==> src/rtl/sd_cmd_pkg.sv <==
// Shared definitions for the SD command-line transmit and receive paths:
// frame geometry, CRC7 polynomial, response-latency limit and FSM encoding.
package sd_cmd_pkg;

  localparam int CMD_WIDTH = 48;
  localparam logic [6:0] CRC7_POLY = 7'h09;  // x^7 + x^3 + 1
  localparam int NCR_MAX = 64;

  // Bit positions within a 48-bit command/response frame
  localparam int START_BIT = 47;
  localparam int TX_BIT    = 46;
  localparam int END_BIT   = 0;
  // Lowest frame bit covered by the CRC (bits 47..8 are protected)
  localparam int CRC_LAST_BIT = 8;

  // State encoding
  localparam logic [2:0] ST_IDLE       = 3'd0;
  localparam logic [2:0] ST_WAIT_START = 3'd1;
  localparam logic [2:0] ST_SHIFT      = 3'd2;
  localparam logic [2:0] ST_DONE       = 3'd3;
  localparam logic [2:0] ST_TIMEOUT    = 3'd4;

  typedef enum logic [2:0] {
    S_IDLE       = ST_IDLE,
    S_WAIT_START = ST_WAIT_START,
    S_SHIFT      = ST_SHIFT,
    S_DONE       = ST_DONE,
    S_TIMEOUT    = ST_TIMEOUT
  } state_e;

  // One serial step of the CRC7 LFSR: feedback is the incoming bit XOR the MSB
  function automatic logic [6:0] crc7_step(input logic [6:0] crc, input logic bit_in);
    logic fb;
    fb = bit_in ^ crc[6];
    return {crc[5:0], 1'b0} ^ (fb ? CRC7_POLY : 7'h00);
  endfunction

endpackage

==> src/rtl/crc7.sv <==
// Serial CRC7 generator/checker (x^7+x^3+1, init 0), one bit per enabled cycle.
// Shared by the command transmit and response receive paths.
module crc7
  import sd_cmd_pkg::*;
(
  input  logic       clk,
  input  logic       reset,
  input  logic       clear,
  input  logic       shift_en,
  input  logic       bit_in,
  output logic [6:0] crc
);

  logic [6:0] crc_q;
  logic [6:0] crc_d;

  // Next CRC value: clear wins over shifting so a new frame always starts from 0
  always_comb begin
    crc_d = crc_q;
    if (clear) begin
      crc_d = '0;
    end else if (shift_en) begin
      crc_d = crc7_step(crc_q, bit_in);
    end
  end

  // CRC register
  always_ff @(posedge clk) begin
    if (reset) begin
      crc_q <= '0;
    end else begin
      crc_q <= crc_d;
    end
  end

  assign crc = crc_q;

endmodule

==> src/rtl/deserializer.sv <==
// SD CMD-line response receiver: waits for a start bit (bounded by the N_CR
// limit), shifts in a 48-bit response MSB-first, checks CRC7 on the fly and
// flags framing, then holds the word with `complete` until disarmed.
module deserializer
  import sd_cmd_pkg::*;
#(
  parameter int WIDTH   = CMD_WIDTH,  // only 48-bit responses are supported
  parameter int TIMEOUT = NCR_MAX
) (
  input  logic             clk,
  input  logic             reset,
  input  logic             enable,
  input  logic             in,
  output logic [WIDTH-1:0] out,
  output logic             complete,
  output logic             crc_ok,
  output logic             frame_ok,
  output logic             timeout
);

  localparam int WCW = $clog2(TIMEOUT + 1);
  localparam int BCW = $clog2(WIDTH + 1);

  state_e           state_q, state_d;
  logic [WIDTH-1:0] out_q, out_d;
  logic             complete_q, complete_d;
  logic             crc_ok_q, crc_ok_d;
  logic             frame_ok_q, frame_ok_d;
  logic             timeout_q, timeout_d;
  logic [WCW-1:0]   wait_cnt_q, wait_cnt_d;
  logic [BCW-1:0]   bit_cnt_q, bit_cnt_d;

  logic             crc_clear;
  logic             crc_shift;
  logic [6:0]       crc_val;

  // CRC feed control: cleared on arming, fed with the start bit and then with
  // frame bits 46..8 (bit counts 1..39 before the shift); CRC and end bit are not fed.
  always_comb begin
    crc_clear = enable && (state_q == S_IDLE);
    crc_shift = 1'b0;
    if (enable) begin
      if (state_q == S_WAIT_START) begin
        crc_shift = !in;
      end else if (state_q == S_SHIFT) begin
        crc_shift = (bit_cnt_q < BCW'(WIDTH - CRC_LAST_BIT));
      end
    end
  end

  crc7 u_crc7 (
    .clk      (clk),
    .reset    (reset),
    .clear    (crc_clear),
    .shift_en (crc_shift),
    .bit_in   (in),
    .crc      (crc_val)
  );

  // Next-state and datapath: dropping enable always returns to IDLE with
  // flags cleared while the last received word stays visible on `out`.
  always_comb begin
    state_d    = state_q;
    out_d      = out_q;
    complete_d = complete_q;
    crc_ok_d   = crc_ok_q;
    frame_ok_d = frame_ok_q;
    timeout_d  = timeout_q;
    wait_cnt_d = wait_cnt_q;
    bit_cnt_d  = bit_cnt_q;

    if (!enable) begin
      state_d    = S_IDLE;
      complete_d = 1'b0;
      crc_ok_d   = 1'b0;
      frame_ok_d = 1'b0;
      timeout_d  = 1'b0;
      wait_cnt_d = '0;
      bit_cnt_d  = '0;
    end else begin
      case (state_q)
        S_IDLE: begin
          state_d    = S_WAIT_START;
          complete_d = 1'b0;
          crc_ok_d   = 1'b0;
          frame_ok_d = 1'b0;
          timeout_d  = 1'b0;
          wait_cnt_d = '0;
          bit_cnt_d  = '0;
        end
        S_WAIT_START: begin
          if (!in) begin
            // Start bit: it is frame bit 47 and counts as the first bit
            out_d     = {out_q[WIDTH-2:0], in};
            bit_cnt_d = BCW'(1);
            state_d   = S_SHIFT;
          end else begin
            wait_cnt_d = wait_cnt_q + 1'b1;
            // A start bit on the last allowed edge is still accepted above
            if (wait_cnt_q == WCW'(TIMEOUT - 1)) begin
              state_d   = S_TIMEOUT;
              timeout_d = 1'b1;
            end
          end
        end
        S_SHIFT: begin
          out_d     = {out_q[WIDTH-2:0], in};
          bit_cnt_d = bit_cnt_q + 1'b1;
          if (bit_cnt_q == BCW'(WIDTH - 1)) begin
            // Last bit lands now; the CRC finished feeding 8 bits ago
            state_d    = S_DONE;
            complete_d = 1'b1;
            crc_ok_d   = (crc_val == out_d[7:1]);
            frame_ok_d = !out_d[START_BIT] && !out_d[TX_BIT] && out_d[END_BIT];
          end
        end
        S_DONE, S_TIMEOUT: begin
          // Hold results; the line is ignored until disarmed
        end
        default: begin
          state_d = S_IDLE;
        end
      endcase
    end
  end

  // State and output registers
  always_ff @(posedge clk) begin
    if (reset) begin
      state_q    <= S_IDLE;
      out_q      <= '0;
      complete_q <= 1'b0;
      crc_ok_q   <= 1'b0;
      frame_ok_q <= 1'b0;
      timeout_q  <= 1'b0;
      wait_cnt_q <= '0;
      bit_cnt_q  <= '0;
    end else begin
      state_q    <= state_d;
      out_q      <= out_d;
      complete_q <= complete_d;
      crc_ok_q   <= crc_ok_d;
      frame_ok_q <= frame_ok_d;
      timeout_q  <= timeout_d;
      wait_cnt_q <= wait_cnt_d;
      bit_cnt_q  <= bit_cnt_d;
    end
  end

  assign out      = out_q;
  assign complete = complete_q;
  assign crc_ok   = crc_ok_q;
  assign frame_ok = frame_ok_q;
  assign timeout  = timeout_q;

endmodule

==> config.mk <==
export PLATFORM = sky130hd
export DESIGN_NAME = deserializer
export DESIGN_NICKNAME = d
export VERILOG_FILES = /design/src/rtl/sd_cmd_pkg.sv /design/src/rtl/crc7.sv /design/src/rtl/deserializer.sv
export SDC_FILE = /design/constraint.sdc
export NUM_CORES = 1
export LEC_CHECK = 0
export CORE_ASPECT_RATIO = 0.6
export CORE_UTILIZATION = 55
export DETAILED_ROUTE_END_ITERATION = 6
export DONT_BUFFER_PORTS = 1
export PLACE_DENSITY_LB_ADDON = 0.2
export SYNTH_ARGS = -nofsm -noshare
export SYNTH_HDL_FRONTEND = slang
export SYNTH_SLANG_ARGS = --single-unit
==> constraint.sdc <==
create_clock -name clk -period 1.45 [get_ports clk]
set_input_delay 0.0725 -clock clk [delete_from_list [all_inputs] [get_ports clk]]
set_output_delay 0.0725 -clock clk [all_outputs]
set_load 0.02 [all_outputs]
# Word level (Yosys, flattened, before mapping)
# Cells that the tools add are included.
# word_totals
ff_bits,75
input_bits,4
word_cells,71
# op_classes
n_addsub,2
order_cmp,1
eq_ne,12
mux,23
bitwise,4
n_reduce_logical,20
# ops
op,count
case mux 48 bit (2 select lines),1
2-to-1 mux 48 bit,1
case mux 6 bit (3 select lines),1
case mux 7 bit (2 select lines),1
case mux 3 bit (4 select lines),1
2-to-1 mux 3 bit,3
AND reduction 3 bit,3
2-to-1 mux 1 bit,8
case mux 1 bit (2 select lines),4
"adder 7 x 1 -> 7 bit, second input constant",1
"== test 7 x 6 -> 1 bit, second input constant",1
== test 7 bit,1
2-to-1 mux 7 bit,1
XOR 7 bit,1
"adder 6 x 1 -> 6 bit, second input constant",1
"== test 3 x 2 -> 1 bit, second input constant",2
"== test 6 bit, second input constant",1
"less-than comparator 6 bit, second input constant",1
2-to-1 mux 6 bit,1
AND reduction 2 bit,3
nonzero test 2 bit,3
OR reduction 2 bit,3
2-to-1 mux 4 bit,1
"!= test 2 x 1 -> 1 bit, second input constant",2
other kinds (10),16

# Longest topological paths before layout
# depth
word_depth,5
mapped_depth,7
depth_no_buf,5

# By module
# From an unflattened synthesis, not the netlist that was laid out.
# unflattened
hier_cells,376
area_unflattened_um2,3106.7
# modules_own_cells
mod,instances,cells_per_inst,area_each_um2,seq_area_each_um2
deserializer,1,348,2830.2,1361.3
crc7,1,28,276.5,140.1

# Worst setup path before layout
# No wires, ideal clock.
# synth_path
path_kind,reg-to-reg
start,register wait_cnt_q[0]
end,register wait_cnt_q[6]
setup_time_ns,0.091
t_arrival_ns,1.492
path_slack_ns,-0.133
path_stages_with_launch,6
n_path_buf,0
period_less_slack_ns,1.583
path_cell_list,dfxtp_1 ha_1 nand2_1 or3_4 or3_1 a311oi_1
# synth_via
elab_chain_len,3
# synth_lines
item,line,source
start: declaration,deserializer.sv:30,"logic [WCW-1:0] wait_cnt_q, wait_cnt_d;"
start signal: assignment,deserializer.sv:145,wait_cnt_q <= wait_cnt_d;
adder 7 x 1 -> 7 bit,deserializer.sv:98,wait_cnt_d = wait_cnt_q + 1'b1;
2-to-1 mux 7 bit,deserializer.sv:92,if (!in) begin
case mux 7 bit (2 select lines),deserializer.sv:81,case (state_q)
# Every way passes these cells. The select of a mux whose other input is x is not followed.
# A chain may end at the register's enable or synchronous reset.

# Worst setup path after layout
# Same ends and word-level chain as after synthesis.

==> results.json <==
{
  "wl_per_cell_um": 16.7,
  "grtUsageMet3_pct": 9.82,
  "die_y_um": 59.7,
  "grt_pass1_wl_mm": 11.0,
  "wirelength_mm": 8.09,
  "rsz0062_at_grt": "yes",
  "io_pins": 56,
  "first_global_vias": 2183,
  "cp-start-kind": "flop",
  "multi_input_area_mm2": 0.00170,
  "fp-row-count": 20,
  "syn_inst": 372,
  "drt_iter0_drc": 176,
  "final_cell_mix": "91 x nand2_1, 68 x dfxtp_1, 38 x buf_4",
  "status": "finished, violations left",
  "p_leak_nw": 1.41,
  "clk_latency_ns": 0.35,
  "vias": 2745,
  "setup_viol": 9,
  "regArea_mm2": 0.00152,
  "peakVddDrop_mv": 0.637,
  "via_per_inst": 5.66,
  "clkSinkCount": 75,
  "avgSynthCellArea_um2": 8.21,
  "synth-edff-count": 0,
  "syn_to_final_growth_pct": 32.5,
  "hold_class": "in2reg",
  "n_fill_cell": 337,
  "ys_types": 40,
  "hold_viol": 0,
  "initial_core_util_pct": 58.7,
  "hold_slack_ns": 0.0340,
  "yosys_most_used_dff": "dfxtp_1",
  "finalWorstSetupSlack_ns": -0.0722,
  "gp_congestion": 0.769,
  "drv_slew": 0,
  "grt_max_degree": 50,
  "numCtsBuffers": 9,
  "max_slew.worst_pin.slew_ns": 0.501,
  "gr-usage-met2_pct": 32.9,
  "max_slew_margin_pct": 66.6,
  "clockBufferDepth": 2,
  "async_flop_share_pct": 0,
  "die_x_um": 98.2,
  "final_layout_size_suffix_gt1_share_pct": 32.0,
  "syn-cell-area_mm2": 0.00305,
  "synth-seq-cells": 75,
  "post-route-period-util_pct": 105,
  "grt.busiest_layer": "met1",
  "grt_usage_pct": 24.4,
  "core_area_mm2": 0.00520,
  "io_buffer_count": 0,
  "crit_arrival_ns": 1.79,
  "final_common_cell": "nand2_1",
  "drt_drc_violations_left": 6,
  "final_util_pct": 77.7,
  "worstSetupPathType": "reg2reg",
  "max_cap_violations": 0,
  "cp_max_fo": 3,
  "detail-route-antenna-nets": 0,
  "gr-total-overflow": 0,
  "failed_checks": "design-rule violations, negative setup slack",
  "power_density_mw_per_mm2": 921,
  "max_freq_ghz": 0.657,
  "dieArea_mm2": 0.00586,
  "cts_tree": "done",
  "fin_crit_ns": 1.52,
  "gr-usage-met1_pct": 35.5,
  "dpl.hpwl_mm": 4.66,
  "ys_seq_area_share_pct": 49.2,
  "fin_nets": 420,
  "cts-root-buf": "clkbuf_8",
  "syn_nets": 378,
  "h-tree-depth": 3,
  "cp-end-kind": "flop",
  "yosysWarnings": 0,
  "fin_skew_ns": 0.00826,
  "clkSlewWorstSetupHoldPaths_ns": 0.08,
  "antenna_found_initial": 0,
  "insertedDiodeCount": 0,
  "first_pass_iters": 7,
  "required_ns": 1.72
}
[what timing repair did]
action | 4_1_cts | 5_1_grt
gates cloned | 0 | 5
setup endpoints to repair | 54 | 60
buffers inserted | 1 | 8
endpoints found under the hold margin | 59 | 0
pin swaps | 4 | 36
hold buffers | 2 | 0
gates resized for setup | 8 | 66
[Yosys cell counts (2+ instances only)]
master	instances	area (µm²)
nand2_1	108	405
buf_4	4	30.0
nor3_1	3	15.0
nor2b_1	4	25.0
xnor2_1	8	70.1
clkbuf_1	8	30.0
nor3b_1	2	15.0
inv_1	4	15.0
mux2i_1	6	60.1
nand3_1	4	20.0
xor2_1	9	78.8
o21a_1	2	15.0
o31ai_1	5	37.5
nor2_1	24	90.1
nor4b_2	2	30.0
a211oi_1	3	22.5
ha_1	2	25.0
nor4_1	6	37.5
dfxtp_1	75	1500
o21ai_0	2	10.0
buf_1	2	7.51
nand4_1	4	25.0
nand2b_1	6	37.5
a21oi_1	54	270
or3_1	2	12.5
buf_2	9	45.0
[per-layer routing]
layer	vias up	share of wire, %	routed length, µm
li1	1325	-	-
met2	113	44	3600
met4	0	0.79	64
met3	11	8.1	652
met5	-	0	0
met1	1296	47	3770
[registers in the layout, indices dropped and copies added, names as in the netlist]
name / cells
frame_ok: 1
complete: 1
u_crc7.crc: 7
crc_ok: 1
out: 48
timeout: 1
wait_cnt_q: 7
state_q: 3
bit_cnt_q: 6
[kinds of logic (layout without fill, tap and decap cells)]
| logic type | count (synthesis) | after routing | synth area share, % |
|---|---|---|---|
| flip-flops | 75 | 75 | 49.2 |
| AO/OA/AOI/OAI | 73 | 73 | 13.6 |
| multiplexers | 6 | 6 | 1.97 |
| AND/OR/NAND/NOR | 172 | 172 | 25.4 |
| adder cells (fa/ha/maj) | 2 | 2 | 0.820 |
| XOR/XNOR | 17 | 17 | 4.88 |
| buffers and inverters | 27 | 74 | 4.18 |
[critical path, stage by stage (launching register included)]
cell,delay [ns]
dfxtp_2,0.36
ha_4,0.15
nand2_4,0.05
or3_4,0.34
or3_4,0.35
a311oi_2,0.19
[stage by stage]
step,setup slack [ns],power (mW),TNS [ns],area [µm²],std cells
after global routing,-0.131,3.85,-1.32,4050,485
after floorplan,-0.0305,2.23,-0.0305,3070,372
final,-0.0722,3.73,-0.235,4050,485
after global placement,-0.122,2.26,-0.291,3390,455
after detailed placement,-0.190,2.26,-1.60,3390,455
after CTS,-0.0718,3.67,-0.109,3630,474
[layout make-up]
cell class                 instances  share of cell area (%)
clock buffer                      10                    3.15
tap                               66                    2.04
inverter                           4                   0.371
timing repair buffer              54                    13.9
multi-input combinational        270                    42.0
sequential                        75                    37.5
clock inverter                     6                    1.02
[path summary, 6_finish.rpt]
check | slack, ns | end | start | cells after the start
max | -0.07 | wait_cnt_q[6]$_SDFFE_PP0P_ | wait_cnt_q[0]$_SDFFE_PP0P_ | 5
max reg2reg | -0.07 | wait_cnt_q[6]$_SDFFE_PP0P_ | wait_cnt_q[0]$_SDFFE_PP0P_ | 5
min | 0.03 | u_crc7.crc[4]$_SDFFE_PP0P_ | reset | 2
min reg2reg | 0.54 | u_crc7.crc[3]$_SDFFE_PP0P_ | u_crc7.crc[3]$_SDFFE_PP0P_ | 2
[power by group]
group          internal, mW  leakage, nW  total (mW)  switching [mW]
Sequential             2.06        0.608        2.07         0.00868
Clock                 0.621       0.0787        1.42           0.800
Combinational         0.102        0.720       0.236           0.134
(Power assumes the default switching activity.)
